$ cat src/rtl/dc_pattern_player.sv
// Pattern RAM player: host-writable table replayed onto a registered DC_X bus at div+1 cycles per step.
// Optional feature: define DC_PINGPONG_EN for up/down (ping-pong) address sweeps.
module dc_pattern_player #(
    parameter int WIDTH = 6,
    parameter int DEPTH = 64,
    parameter int AW    = 6,
    parameter int DIV_W = 8
) (
    input  logic             sysclk,
    input  logic             rst_n,
    input  logic             wr_en,
    input  logic [AW-1:0]    wr_addr,
    input  logic [WIDTH-1:0] wr_data,
    input  logic             start,
    input  logic             stop,
    input  logic             loop,
    input  logic [AW-1:0]    end_addr,
    input  logic [DIV_W-1:0] div,
    output logic [WIDTH-1:0] DC_X,
    output logic             busy,
    output logic             done
);

    localparam int RAM_AW = (DEPTH > 1) ? $clog2(DEPTH) : 1;

    typedef enum logic [1:0] {
        S_IDLE,
        S_RUN,
        S_DONE
    } state_t;

    state_t           state_q, state_d;
    logic [AW-1:0]    addr_q, addr_d;
    logic [AW-1:0]    end_q, end_d;
    logic [DIV_W-1:0] presc_q, presc_d;
    logic [DIV_W-1:0] div_q, div_d;
    logic             loop_q, loop_d;
    logic             tick;
    logic             wr_ok;
    logic [AW-1:0]    end_clamped;
`ifdef DC_PINGPONG_EN
    logic             dir_q, dir_d;   // 0 = ascending, 1 = descending
`endif

    logic [WIDTH-1:0] ram [DEPTH];

    // The range checks only exist when the address space is larger than the table.
    generate
        if (DEPTH < (2 ** AW)) begin : g_partial
            localparam logic [AW-1:0] LAST_ADDR = AW'(DEPTH - 1);
            assign wr_ok       = (wr_addr <= LAST_ADDR);
            assign end_clamped = (end_addr > LAST_ADDR) ? LAST_ADDR : end_addr;
        end else begin : g_full
            assign wr_ok       = 1'b1;
            assign end_clamped = end_addr;
        end
    endgenerate

    // NOTE: the pattern RAM has no reset so it maps onto block/distributed RAM;
    // its contents are only defined once the host has written them.
    always_ff @(posedge sysclk) begin
        if (wr_en && wr_ok) begin
            ram[wr_addr[RAM_AW-1:0]] <= wr_data;
        end
    end

    // NOTE: every variable gets a default before the case so no latch is inferred.
    always_comb begin
        state_d = state_q;
        addr_d  = addr_q;
        end_d   = end_q;
        presc_d = presc_q;
        div_d   = div_q;
        loop_d  = loop_q;
        tick    = 1'b0;
`ifdef DC_PINGPONG_EN
        dir_d   = dir_q;
`endif
        case (state_q)
            S_IDLE: begin
                if (start) begin
                    state_d = S_RUN;
                    addr_d  = '0;
                    presc_d = '0;
                    end_d   = end_clamped;
                    div_d   = div;
                    loop_d  = loop;
`ifdef DC_PINGPONG_EN
                    dir_d   = 1'b0;
`endif
                end
            end
            S_RUN: begin
                tick = (presc_q == div_q);
                if (stop) begin
                    state_d = S_IDLE;
                end else if (!tick) begin
                    presc_d = presc_q + 1'b1;
                end else begin
                    presc_d = '0;
`ifdef DC_PINGPONG_EN
                    if (!dir_q) begin
                        if (addr_q != end_q) begin
                            addr_d = addr_q + 1'b1;
                        end else if (end_q != '0) begin
                            dir_d  = 1'b1;
                            addr_d = addr_q - 1'b1;
                        end else if (loop_q) begin
                            addr_d = '0;
                        end else begin
                            state_d = S_DONE;
                        end
                    end else begin
                        // Turning at 0 goes straight to 1 so the end entry is not replayed.
                        if (addr_q != '0) begin
                            addr_d = addr_q - 1'b1;
                        end else if (loop_q) begin
                            dir_d  = 1'b0;
                            addr_d = AW'(1);
                        end else begin
                            state_d = S_DONE;
                        end
                    end
`else
                    if (addr_q != end_q) begin
                        addr_d = addr_q + 1'b1;
                    end else if (loop_q) begin
                        addr_d = '0;
                    end else begin
                        state_d = S_DONE;
                    end
`endif
                end
            end
            S_DONE:  state_d = S_IDLE;
            default: state_d = S_IDLE;
        endcase
    end

    // NOTE: sequential state uses non-blocking assignments so all flops update together.
    always_ff @(posedge sysclk or negedge rst_n) begin
        if (!rst_n) begin
            state_q <= S_IDLE;
            addr_q  <= '0;
            end_q   <= '0;
            presc_q <= '0;
            div_q   <= '0;
            loop_q  <= 1'b0;
`ifdef DC_PINGPONG_EN
            dir_q   <= 1'b0;
`endif
        end else begin
            state_q <= state_d;
            addr_q  <= addr_d;
            end_q   <= end_d;
            presc_q <= presc_d;
            div_q   <= div_d;
            loop_q  <= loop_d;
`ifdef DC_PINGPONG_EN
            dir_q   <= dir_d;
`endif
        end
    end

    // DC_X is the RAM read register; it freezes outside RUN.
    always_ff @(posedge sysclk or negedge rst_n) begin
        if (!rst_n) begin
            DC_X <= '0;
        end else if (state_q == S_RUN) begin
            DC_X <= ram[addr_q[RAM_AW-1:0]];
        end
    end

    assign busy = (state_q == S_RUN);
    assign done = (state_q == S_DONE);

endmodule

$ cat config.mk
export PLATFORM = sky130hd
export DESIGN_NAME = dc_pattern_player
export DESIGN_NICKNAME = d
export VERILOG_FILES = /design/src/rtl/dc_pattern_player.sv
export SDC_FILE = /design/constraint.sdc
export NUM_CORES = 1
export LEC_CHECK = 0
export BUFFER_PORTS_ARGS = -buffer_cell sky130_fd_sc_hd__buf_4
export CAP_MARGIN = 20
export CORE_MARGIN = 1
export CORE_UTILIZATION = 41
export CTS_CLUSTER_DIAMETER = 60
export DETAILED_ROUTE_END_ITERATION = 12
export GPL_TIMING_DRIVEN = 0
export HOLD_SLACK_MARGIN = 0.15
export PLACE_DENSITY_LB_ADDON = 0.3
export SKIP_CTS_REPAIR_TIMING = 1
export SLEW_MARGIN = 20
export SYNTH_ARGS = -nofsm -noshare
export SYNTH_HDL_FRONTEND = slang
export SYNTH_SLANG_ARGS = --single-unit
$ cat constraint.sdc
create_clock -name sysclk -period 2.8 [get_ports sysclk]
set_clock_uncertainty 0.1 [all_clocks]
set_input_delay 0.28 -clock sysclk [delete_from_list [all_inputs] [get_ports sysclk]]
set_output_delay 0.28 -clock sysclk [all_outputs]
set_load 0.05 [all_outputs]
==> impl_metrics.env <==
export IMPL_use_met1=0.2736
export IMPL_start_util=0.4157
export IMPL_seq_area_frac_synth=0.7356
export IMPL_vias_per_cell=5.701
export IMPL_endpoint_kind="flip-flop"
export IMPL_avgSynthCellArea_um2=18.29
export IMPL_multi_input_area_um2=4215
export IMPL_finalCriticalPeriod_ns=2.727
export IMPL_routed_wl_um=41410
export IMPL_critPathLaunchType="flip-flop"
export IMPL_rrSetupSlack_ns=0.07
export IMPL_cp_data_required_time_ns=3.16
export IMPL_vias=9071
export IMPL_r2r_end="DC_X[5]$_DFFE_PN0P_"
export IMPL_avgRoutedWirePerCell_um=26.03
export IMPL_firstDrtPassIters=6
export IMPL_finalCritPeriodShare=0.9740
export IMPL_grt_pass1_vias=9122
export IMPL_core_um2=40740
export IMPL_final_cell_mix="384 x edfxtp_1, 86 x nor2_1, 76 x mux4_2"
export IMPL_critical_path_max_fanout=10
export IMPL_grt_first_pass_wirelength_um=59780
export IMPL_path_clk_slew_ns=0.06
export IMPL_antenna_left=0
export IMPL_io_buffers=34
export IMPL_grt_use_met2=0.3124
export IMPL_fmax_ghz=0.3667
export IMPL_status="complete, no violations"
export IMPL_antenna_found_initial=0
export IMPL_fin_area_um2=19650
export IMPL_cts_root_buf="clkbuf_16"
export IMPL_synth_edf_count=384
export IMPL_clock_path_buffers=3
export IMPL_crit_arrival_ns=3.09
export IMPL_first_iter_violations=1120
export IMPL_timing_rr_start="addr_q[1]$_DFFE_PN0P_"
export IMPL_worst_pin_slew_ns=1.094
export IMPL_area_growth_pct=16.01
export IMPL_slew_headroom=0.2648
export IMPL_p_per_area_nw_per_um2=878.9
export IMPL_cts_tree="done"
export IMPL_reg2reg_depth=8
export IMPL_routabilityCongestion=0.8501
export IMPL_hp_class="input port to async pin"
export IMPL_netlist_cell_type_count=50
export IMPL_clk_latency_ns=0.58
export IMPL_synthFlopType="edfxtp_1"
export IMPL_gr_total_overflow=0
export IMPL_cts_max_level=2
export IMPL_cts_sinks=421
export IMPL_syn_nets=960
export IMPL_seq_area_um2=12460
export IMPL_setup_viol=0
export IMPL_track_usage=0.2012
export IMPL_post_route_drc_count=0
export IMPL_final_common_cell="edfxtp_1"
export IMPL_synth_cells=926
export IMPL_placed_cell_area_um2=17860
export IMPL_die_y_um=205.2
export IMPL_rows=74
export IMPL_ys_async_sr_fraction=0.08789
export IMPL_crit_chain="buf_2 > clkbuf_4 > clkbuf_4 > buf_2 > nand2_1 > o21ai_0 > a21oi_1 > o32a_1"
export IMPL_cts_inserted_buffers=44
export IMPL_nets=1057
export IMPL_crit_path_max_incr_delay_ns=0.41
export IMPL_die_w_um=205.2
export IMPL_maxCapViolCount=0
export IMPL_ios=40
export IMPL_leakage_nw=6.227
export IMPL_crit_type="flip-flop to flip-flop"
export IMPL_ir_drop_mv=0.5050
export IMPL_use_met3=0.04910
export IMPL_drv_slew=0
export IMPL_rsz0062_at_grt="yes"
export IMPL_syn_area_um2=16930
export IMPL_dp_slack_ns=-0.4121
export IMPL_fillers=3374
export IMPL_final_layout_size_suffix_gt1_frac=0.2238
export IMPL_die_area_um2=42120
export IMPL_place_hpwl_um=26130
export IMPL_grt_busiest_layer="met2"
export IMPL_setup_slack_ns=0.07289
export IMPL_critPathSlowestCell="buf_2"
export IMPL_grt_start_max_net_pins=65
export IMPL_insertedDiodeCount=0
export IMPL_hold_violations=0
export IMPL_synth_seq_cells=421
export IMPL_yosysWarnings=0
## kinds of logic after synthesis
kind of cell    after synthesis  share of synthesized area
buf+inv                      54                    0.01758
compound gates               75                    0.03036
flops                       421                     0.7356
simple gates                205                    0.05748
fa+ha+maj                     2                   0.001477
xor+xnor                     22                    0.01138
mux                         147                     0.1461
## Yosys cell counts, drive strengths merged (2+ instances only)
library cell,n,share of area
or4,3,0.0013
dfrtp,37,0.055
mux2,16,0.011
nand2,30,0.0066
inv,5,0.0011
mux2i,53,0.031
or3,5,0.0018
a21oi,7,0.0021
buf,29,0.012
mux4,78,0.10
nand4,10,0.0037
clkbuf,20,0.0047
xnor2,10,0.0052
ha,2,0.0015
nor4,3,0.0011
nor2b,14,0.0052
o211ai,6,0.0033
o21ai,16,0.0047
a31oi,2,0.00074
and2,2,0.00074
o22ai,13,0.0048
and4,2,0.0010
or3b,2,0.0010
nor3,10,0.0030
edfxtp,384,0.68
nand2b,12,0.0044
nand3,20,0.0059
a211oi,6,0.0027
nor2,86,0.019
o2111ai,3,0.0016
o31ai,3,0.0013
o32a,2,0.0012
a22oi,10,0.0044
xor2,12,0.0062
nand3b,3,0.0013
a22o,4,0.0021
## layer usage
layer / share of wire / vias to the layer above
met2: 0.46 / 410
li1: - / 3899
met1: 0.42 / 4673
met4: 0.033 / 0
met5: 0 / -
met3: 0.085 / 89
## worst max-delay path, delay by kind of cell, from the launching register on
| family | cells | cell delay (ns) |
|---|---|---|
| and+or+nand+nor | 1 | 0.17 |
| buffers and inverters | 4 | 1.24 |
| AOI/OAI and AO/OA | 3 | 0.77 |
| DFF | 1 | 0.34 |
## area by class of cell
type,count,share of cell area
buffer,49,0.01739
clock buffer,53,0.05827
clock inverter,29,0.01923
inverter,5,0.0009553
multi-input combinational,451,0.2146
sequential,421,0.6341
tap,532,0.03388
timing repair buffer,51,0.02165
## registers in the layout (all words and copies together) (netlist names)
register	count
DC_X	6
addr_q	6
div_q	8
end_q	6
loop_q	1
presc_q	8
ram	384
state_q	2
## report_power, final
group / switching (mW) / leakage, nW / internal, mW
clock: 2.44 / 0.731 / 3.60
sequential: 0.132 / 3.92 / 7.03
combinational: 2.33 / 1.58 / 1.74
## worst max path at each step
stage / start / end / slack, ns / cells past startpoint
after floorplan: addr_q[0]$_DFFE_PN0P_ / DC_X[2]$_DFFE_PN0P_ / 0.58 / 8
after global placement: addr_q[1]$_DFFE_PN0P_ / DC_X[2]$_DFFE_PN0P_ / -0.43 / 7
after detailed placement: addr_q[1]$_DFFE_PN0P_ / DC_X[2]$_DFFE_PN0P_ / -0.41 / 7
after CTS: addr_q[1]$_DFFE_PN0P_ / DC_X[2]$_DFFE_PN0P_ / -0.43 / 7
after global routing: addr_q[1]$_DFFE_PN0P_ / DC_X[3]$_DFFE_PN0P_ / 0.001 / 8
final: addr_q[1]$_DFFE_PN0P_ / DC_X[5]$_DFFE_PN0P_ / 0.07 / 8
## through the flow
step | std cells | power (mW) | hold slack [ns] | TNS [ns] | util
after detailed placement | 1492 | 11.22 | 0.1798 | -1.551 | 0.4383
after global placement | 1492 | 11.21 | 0.1811 | -1.501 | 0.4383
after global routing | 1591 | 17.80 | 0.1711 | 0 | 0.4822
after floorplan | 926 | 9.870 | -0.1156 | 0 | -
after CTS | 1574 | 17.23 | -0.4226 | -1.710 | 0.4757
final | 1591 | 17.27 | 0.1377 | 0 | 0.4822
Power figures use the tool's default switching activity.
